<file path="config.mk">
export PLATFORM = sky130hd
export DESIGN_NAME = muldiv_iter_flat
export DESIGN_NICKNAME = d
export VERILOG_FILES = /design/src/rtl/muldiv_iter_if.sv /design/src/rtl/muldiv_iter.sv /design/src/flat_wrapper.sv
export SDC_FILE = /design/constraint.sdc
export NUM_CORES = 1
export LEC_CHECK = 0
export CELL_PAD_IN_SITES_DETAIL_PLACEMENT = 0
export CELL_PAD_IN_SITES_GLOBAL_PLACEMENT = 2
export CORE_MARGIN = 3
export CORE_UTILIZATION = 38
export CTS_CLUSTER_SIZE = 30
export DETAILED_ROUTE_END_ITERATION = 8
export PLACE_DENSITY_LB_ADDON = 0.15
export REMOVE_ABC_BUFFERS = 1
export SYNTH_ARGS = -nofsm -noshare
export SYNTH_HDL_FRONTEND = slang
export SYNTH_SLANG_ARGS = --single-unit
</file>
<file path="constraint.sdc">
create_clock -name iCLK -period 9.8 [get_ports iCLK]
set_input_delay 0.98 -clock iCLK [delete_from_list [all_inputs] [get_ports iCLK]]
set_output_delay 0.98 -clock iCLK [all_outputs]
set_load 0.1 [all_outputs]
</file>
<file path="src/rtl/muldiv_iter_if.sv">
// Request/response bundle for the iterative multiply/divide unit.
// Ports: iStart/iFunct3/iA/iB (request, master -> slave), oBusy/oDone/oResult (status, slave -> master).
// Parameter XLEN sets operand and result width; it must match the attached unit.
interface muldiv_iter_if #(
    parameter int XLEN = 32
);
    logic            iStart;
    logic [2:0]      iFunct3;
    logic [XLEN-1:0] iA;
    logic [XLEN-1:0] iB;
    logic            oBusy;
    logic            oDone;
    logic [XLEN-1:0] oResult;

    modport master (
        output iStart, iFunct3, iA, iB,
        input  oBusy, oDone, oResult
    );

    modport slave (
        input  iStart, iFunct3, iA, iB,
        output oBusy, oDone, oResult
    );
endinterface

</file>
<file path="src/rtl/muldiv_iter.sv">
// Iterative RV32M MUL/MULH/MULHSU/MULHU/DIV/DIVU/REM/REMU unit, STEP bits retired per cycle.
// Latency: N+2 edges (N = XLEN/STEP) from acceptance to oDone; 2 for divide-by-zero/overflow.
// Backpressure: iStart is only sampled in IDLE; oBusy is high while an op is in flight.
// Ports: iCLK, iRST (synchronous, active-high), bus (muldiv_iter_if.slave).
// Optional macro MULDIV_FAST_MUL_EN: multiplies use a combinational 2*XLEN product in PREP (latency 2).
module muldiv_iter #(
    parameter int XLEN = 32,
    parameter int STEP = 1
) (
    input  logic          iCLK,
    input  logic          iRST,
    muldiv_iter_if.slave  bus
);
    localparam int N  = XLEN / STEP;
    localparam int CW = $clog2(N + 1);
    localparam logic [XLEN-1:0] SMIN = {1'b1, {(XLEN-1){1'b0}}};

    typedef enum logic [1:0] {IDLE, PREP, ITER, FIX} state_t;

    state_t            state_q, state_d;
    logic [2:0]        funct_q, funct_d;
    logic [XLEN-1:0]   a_q, a_d;     // raw rs1, then |rs1| (multiplicand / dividend shifter)
    logic [XLEN-1:0]   b_q, b_d;     // raw rs2, then |rs2| (multiplier shifter / divisor)
    logic [2*XLEN-1:0] acc_q, acc_d; // mul: product; div: {remainder, quotient}
    logic [CW-1:0]     cnt_q, cnt_d;
    logic              neg_q, neg_d; // selected result must be negated in FIX
    logic              busy_q, busy_d;
    logic              done_q, done_d;
    logic [XLEN-1:0]   res_q, res_d;

    // combinational temporaries
    logic              signed_a, signed_b, a_sgn, b_sgn, qbit;
    logic [XLEN-1:0]   a_mag, b_mag, a_t, b_t;
    logic [2*XLEN-1:0] acc_t, fix_t;
    logic [XLEN:0]     sum_t, rem_t;
`ifdef MULDIV_FAST_MUL_EN
    logic [2*XLEN-1:0] prod_t;
`endif

    always_comb begin
        state_d  = state_q;
        funct_d  = funct_q;
        a_d      = a_q;
        b_d      = b_q;
        acc_d    = acc_q;
        cnt_d    = cnt_q;
        neg_d    = neg_q;
        busy_d   = busy_q;
        done_d   = 1'b0;
        res_d    = res_q;

        signed_a = (funct_q == 3'b001) || (funct_q == 3'b010) ||
                   (funct_q == 3'b100) || (funct_q == 3'b110);
        signed_b = (funct_q == 3'b001) || (funct_q == 3'b100) || (funct_q == 3'b110);
        a_sgn    = signed_a & a_q[XLEN-1];
        b_sgn    = signed_b & b_q[XLEN-1];
        a_mag    = a_sgn ? (~a_q + 1'b1) : a_q;
        b_mag    = b_sgn ? (~b_q + 1'b1) : b_q;
        a_t      = a_q;
        b_t      = b_q;
        acc_t    = acc_q;
        sum_t    = '0;
        rem_t    = '0;
        qbit     = 1'b0;
        fix_t    = '0;
`ifdef MULDIV_FAST_MUL_EN
        prod_t   = {{XLEN{a_sgn}}, a_q} * {{XLEN{b_sgn}}, b_q};
`endif

        case (state_q)
            IDLE: begin
                if (bus.iStart) begin
                    a_d     = bus.iA;
                    b_d     = bus.iB;
                    funct_d = bus.iFunct3;
                    busy_d  = 1'b1;
                    state_d = PREP;
                end
            end

            PREP: begin
                a_d     = a_mag;
                b_d     = b_mag;
                acc_d   = '0;
                cnt_d   = '0;
                state_d = ITER;
                // quotient sign is sa^sb, remainder follows the dividend; MUL is unsigned so 0
                if (funct_q[2])
                    neg_d = funct_q[1] ? a_sgn : (a_sgn ^ b_sgn);
                else
                    neg_d = a_sgn ^ b_sgn;

                // Forced results are placed in the half that FIX selects, with no negation:
                // quotient lives in the low half, remainder in the high half.
                if (funct_q[2] && (b_q == '0)) begin
                    neg_d   = 1'b0;
                    acc_d   = funct_q[1] ? {a_q, {XLEN{1'b0}}} : {{XLEN{1'b0}}, {XLEN{1'b1}}};
                    state_d = FIX;
                end else if (funct_q[2] && !funct_q[0] && (a_q == SMIN) && (b_q == '1)) begin
                    neg_d   = 1'b0;
                    acc_d   = funct_q[1] ? '0 : {{XLEN{1'b0}}, a_q};
                    state_d = FIX;
                end
`ifdef MULDIV_FAST_MUL_EN
                else if (!funct_q[2]) begin
                    neg_d   = 1'b0;
                    acc_d   = prod_t;
                    state_d = FIX;
                end
`endif
            end

            ITER: begin
                for (int s = 0; s < STEP; s++) begin
                    if (!funct_q[2]) begin
                        // shift-add: add multiplicand into the high half, shift product right
                        sum_t = {1'b0, acc_t[2*XLEN-1:XLEN]} + (b_t[0] ? {1'b0, a_t} : '0);
                        acc_t = {sum_t, acc_t[XLEN-1:1]};
                        b_t   = b_t >> 1;
                    end else begin
                        // restoring division: bring in next dividend bit, trial-subtract divisor
                        rem_t = {acc_t[2*XLEN-1:XLEN], a_t[XLEN-1]};
                        a_t   = a_t << 1;
                        qbit  = (rem_t >= {1'b0, b_t});
                        if (qbit)
                            rem_t = rem_t - {1'b0, b_t};
                        acc_t = {rem_t[XLEN-1:0], acc_t[XLEN-2:0], qbit};
                    end
                end
                acc_d = acc_t;
                a_d   = a_t;
                b_d   = b_t;
                cnt_d = cnt_q + 1'b1;
                if (cnt_q == CW'(N - 1))
                    state_d = FIX;
            end

            FIX: begin
                if (!funct_q[2]) begin
                    fix_t = neg_q ? (~acc_q + 1'b1) : acc_q;
                    res_d = (funct_q[1:0] == 2'b00) ? fix_t[XLEN-1:0] : fix_t[2*XLEN-1:XLEN];
                end else if (funct_q[1]) begin
                    res_d = neg_q ? (~acc_q[2*XLEN-1:XLEN] + 1'b1) : acc_q[2*XLEN-1:XLEN];
                end else begin
                    res_d = neg_q ? (~acc_q[XLEN-1:0] + 1'b1) : acc_q[XLEN-1:0];
                end
                done_d  = 1'b1;
                busy_d  = 1'b0;
                state_d = IDLE;
            end

            default: state_d = IDLE;
        endcase
    end

    always_ff @(posedge iCLK) begin
        if (iRST) begin
            state_q <= IDLE;
            funct_q <= '0;
            a_q     <= '0;
            b_q     <= '0;
            acc_q   <= '0;
            cnt_q   <= '0;
            neg_q   <= 1'b0;
            busy_q  <= 1'b0;
            done_q  <= 1'b0;
            res_q   <= '0;
        end else begin
            state_q <= state_d;
            funct_q <= funct_d;
            a_q     <= a_d;
            b_q     <= b_d;
            acc_q   <= acc_d;
            cnt_q   <= cnt_d;
            neg_q   <= neg_d;
            busy_q  <= busy_d;
            done_q  <= done_d;
            res_q   <= res_d;
        end
    end

    assign bus.oBusy   = busy_q;
    assign bus.oDone   = done_q;
    assign bus.oResult = res_q;
endmodule

</file>
<file path="src/flat_wrapper.sv">
// flat-port wrapper written by rule: the top's interface ports become plain ports
module muldiv_iter_flat 
#(
    parameter int XLEN = 32,
    parameter int STEP = 1
)
  (iCLK, iRST, bus_iStart, bus_iFunct3, bus_iA, bus_iB, bus_oBusy, bus_oDone, bus_oResult);
  muldiv_iter_if #(.XLEN(XLEN)) bus_i ();
  input  logic iCLK;
  input  logic iRST;
  input wire logic [$bits(bus_i.iStart)-1:0] bus_iStart;
  input wire logic [$bits(bus_i.iFunct3)-1:0] bus_iFunct3;
  input wire logic [$bits(bus_i.iA)-1:0] bus_iA;
  input wire logic [$bits(bus_i.iB)-1:0] bus_iB;
  output wire logic [$bits(bus_i.oBusy)-1:0] bus_oBusy;
  output wire logic [$bits(bus_i.oDone)-1:0] bus_oDone;
  output wire logic [$bits(bus_i.oResult)-1:0] bus_oResult;
  assign bus_i.iStart = bus_iStart;
  assign bus_i.iFunct3 = bus_iFunct3;
  assign bus_i.iA = bus_iA;
  assign bus_i.iB = bus_iB;
  assign bus_oBusy = bus_i.oBusy;
  assign bus_oDone = bus_i.oDone;
  assign bus_oResult = bus_i.oResult;
  muldiv_iter #(.XLEN(XLEN), .STEP(STEP)) u_core (.iCLK(iCLK), .iRST(iRST), .bus(bus_i));
endmodule
</file>
==> results.env <==
NUMBER_OF_ANTENNA_VIOLATIONS_AT_THE_FIRST_CHECK_IN_GLOBAL_ROUTING=4
WORST-SETUP-PATH-TYPE='reg2reg'
GRT_PASS1_VIAS=16957
HOLDPATHSTAGES=1
DRV_CAP=0
RR_STARTPOINT='u_core.b_q[0]$_SDFFE_PP0P_'
FINAL_ANTENNA_NET_COUNT=0
DIE_W_UM=215.0
SYNTH_SIMPLE_GATE_AREA_SHARE_PCT=25.73
PIN_COUNT_OF_THE_BIGGEST_NET_ENTERING_GLOBAL_ROUTING=83
PLACE_INST=2880
INITIAL_UTILIZATION_PCT=39.04
CTSLONGESTPATHBUFFERS=2
TIMING.CRITICAL_PATH.FANOUT_MAX=32
SYNTH-EDFF-COUNT=0
FINALCRITICALPERIOD_NS=4.100
REG2REG_TO='u_core.acc_q[62]$_SDFFE_PP0N_'
ROUTE.DETAILED.VIAS_PER_INST=6.156
CTSRESIZECOUNT=0
COUNT_OF_ROUTING_VIOLATIONS_AFTER_THE_OPENING_DETAILED_ROUTE_ITERATION=1566
SYNTH.TOP_CELLS.BY_COUNT='nor2_1, nand2_1, a21oi_1'
DETAILROUTE.VIA_COUNT=17926
REPORT.FINAL.SLEW_VIOL_COUNT=0
DRT_DRC_VIOLATIONS_LEFT=0
DIEAREA_UM2=46210
FINISH.CELL_COUNT_WITHOUT_FILLERS=2912
YOSYS-TOP-CELLS-AREA='dfxtp_1, a21oi_1, nor2_1, ha_1, nand2_1'
TIMING.CLOCK.SKEW_NS=0.01115
AVGROUTEDWIREPERCELL_UM=22.92
SYNTH.TOP_CELL.AREA_SHARE_PCT=20.99
SYNTH-XOR-AREA-SHARE_PCT=6.492
SYNTH.MOST_COMMON_CELL='nor2_1'
FINAL-HOLD-VIOLATION-COUNT=0
STARTPOINT='u_core.b_q[0]$_SDFFE_PP0P_'
POST_SYNTH_FA_HA_MAJ_AREA_FRACTION_PCT=5.896
GP_ROUTABILITY_CONGESTION=0.9217
CP.REQUIRED_NS=10.17
RUN_STATUS='finished clean'
POWER_DENSITY_OF_THE_PLACED_CELLS_nW_PER_UM2=368.5
NUM_ROWS=75
DESIGN.PORTCOUNT=104
YOSYS-MUX-AREA-FRACTION_PCT=5.135
GRT_USAGE_PCT=28.09
SYN-INSTANCE-COUNT=2373
DRT-TOTAL-WL_MM=66.73
GRT_FIRST_PASS_WIRELENGTH_MM=102.4
FINALCRITPERIODSHARE_PCT=41.83
CTS_TREE='yes'
CRITPATHCAPTURE='u_core.acc_q[62]$_SDFFE_PP0N_'
CTS-BUFFERS-INSERTED=17
SYNTHESIS.AREA_PER_INSTANCE_UM2=6.993
WORST_SETUP_HOLD_PATH_CLK_SLEW_NS=0.07
HTREE_LEVELS=4
CP.ARRIVAL_NS=4.47
R2R.WORST_PATH.CELLS=13
REGISTER_TO_REGISTER_SETUP_SLACK_NS=5.70
CRIT_PATH_START_KIND='flop'
FIN_UTIL_PCT=43.28
DIE_H_UM=215.0
POSTSYNTHREGISTERBITS=174
POST-DP-HPWL_MM=48.21
CTS-HOLD-FIX-BUFFERS=0
TIGHTEST_SLEW_NS=1.147
SYNTH.YOSYS.SEQ_AREA_SHARE_PCT=20.99
WORSTSETUPENDPOINTTYPE='flop'
PORT_BUFFERS=103
COMBINATIONAL_FAMILY_WITH_THE_MOST_AREA_AFTER_SYNTHESIS='compound AO/OA/AOI/OAI gates'
CLOCK_SINKS=174
YOSYSWARNINGS=0
FINALSETUPVIOLCOUNT=0
POST-SYNTH-TOP-AREA-CELL='dfxtp_1'
SHARE_OF_FINAL_LAYOUT_STANDARD_CELLS_STRONGER_THAN_DRIVE_STRENGTH_1_PCT=4.968
CORE_AREA_UM2=42510
GR-TOTAL-OVERFLOW=0
TIMING.HOLD.WORST.CLASS='reg2reg'
POST_CTS.REPAIR.SETUP_BUFFERS=0
FINAL_NETS=2469
CLOCK_TREE.ROOT_CELL='clkbuf_16'
SYNTH_FF_TYPE='dfxtp_1'
WORST_SLEW_MARGIN_REL_PCT=22.95
P_LEAK_nW=7.117
WORSTSKEWPAIRLATENCY_NS=0.50
AREA_GROWTH_SYN_TO_LAYOUT_PCT=10.87
SYNTH_CELL_TYPE_COUNT=83
FIN_TNS_SETUP_NS=0
SYNTH_COMPOUND_GATE_AREA_SHARE_PCT=29.53
RSZ_0062_RAISED_AFTER_GLOBAL_ROUTING='false'
ACHIEVABLE-FREQUENCY_GHz=0.2439
POSTSYNTH.ASYNCRESETSHARE_PCT=0
VDD_IR_DROP_MAX_V=0.0001629
DRT_FIRST_PASS_ITERS=5
DIODE_COUNT=0
SYN_AREA_UM2=16590
[flip-flops by register name, indices dropped and copies added (netlist names)]
signal,count
u_core.b_q,32
u_core.a_q,32
u_core.state_q,2
u_core.funct_q,3
u_core.acc_q,64
u_core.bus.oResult,32
u_core.bus.oBusy,1
u_core.cnt_q,6
u_core.bus.oDone,1
u_core.neg_q,1
[worst min path at each step]
| stage | startpoint | endpoint | slack (ns) |
|---|---|---|---|
| 3_3_place_gp | u_core.bus.oResult[16]$_SDFFE_PP0P_ | u_core.bus.oResult[16]$_SDFFE_PP0P_ | 0.44 |
| 3_5_place_dp | u_core.bus.oResult[16]$_SDFFE_PP0P_ | u_core.bus.oResult[16]$_SDFFE_PP0P_ | 0.44 |
| 5_1_grt | u_core.bus.oResult[25]$_SDFFE_PP0P_ | u_core.bus.oResult[25]$_SDFFE_PP0P_ | 0.47 |
| 6_report | u_core.bus.oResult[25]$_SDFFE_PP0P_ | u_core.bus.oResult[25]$_SDFFE_PP0P_ | 0.46 |
| 2_1_floorplan | u_core.cnt_q[5]$_SDFFE_PP0N_ | u_core.cnt_q[5]$_SDFFE_PP0N_ | 0.46 |
| 4_1_cts | u_core.bus.oResult[16]$_SDFFE_PP0P_ | u_core.bus.oResult[16]$_SDFFE_PP0P_ | 0.46 |
[final cells by class]
class,count,area (µm²)
fillers,4506,24110
multi-input cells,1930,12110
flip-flops and latches,174,3488
repair buffers,134,1261
well taps,577,721.9
clock buffers,18,429.2
inverters,65,245.2
clock inverters,14,143.9
[critical path, cell delays in order (launching register included)]
cell and delay, ns:
dfxtp_1 0.41, buf_4 0.38, inv_1 0.19, nor2_1 0.25, ha_1 0.29, a211oi_1 0.43, o211ai_1 0.19, nand3_1 0.11
o211ai_1 0.23, a31oi_1 0.60, o21ai_0 0.36, o2111ai_1 0.27, o21ai_0 0.12, o2bb2ai_1 0.14
[layer usage]
layer / part of all wire [%] / vias to the layer above / GRT usage (%)
met1: 46 / 8632 / 37.91
met2: 46 / 576 / 45.31
met5: 0.046 / - / 0
met4: 3.2 / 4 / 10.75
met3: 5.2 / 122 / 4.237
li1: - / 8592 / -
[stage by stage]
stage	instance area, µm²	setup WS [ns]	total power, W	hold slack, ns
after detailed placement	17830	5.806	0.005980	0.4405
after global routing	18400	5.478	0.007281	0.4721
final	18400	5.700	0.006779	0.4571
after global placement	17830	5.875	0.005976	0.4370
after floorplan	15810	3.594	0.004475	0.4550
after CTS	18400	5.782	0.006730	0.4569
[kinds of logic after synthesis]
family	Yosys count
DFF	174
adders and majority gates	77
muxes	82
and+or+nand+nor	888
AOI/OAI and AO/OA	760
buffers and inverters	269
xor gates and xnor gates	123
[report_power, final]
group,internal (W),total [W],switching (W)
Sequential,0.000885,0.00129,0.000410
Combinational,0.00165,0.00477,0.00312
Clock,0.000374,0.000717,0.000343
Total,0.00291,0.00678,0.00387
[layout by cell type, fill, tap and decap left out, drive strengths merged, types with 36 or more instances in the layout]
master           n
nand2          237
a21oi          225
mux2i           66
clkdlybuf4s50  102
inv             65
nor2           261
xor2            57
ha              75
nor3            85
dfxtp          174
and3            36
a21o            41
nand3           64
o21ai          177
and2            42
xnor2           66
Note: power is estimated with default switching activity, not from simulation.
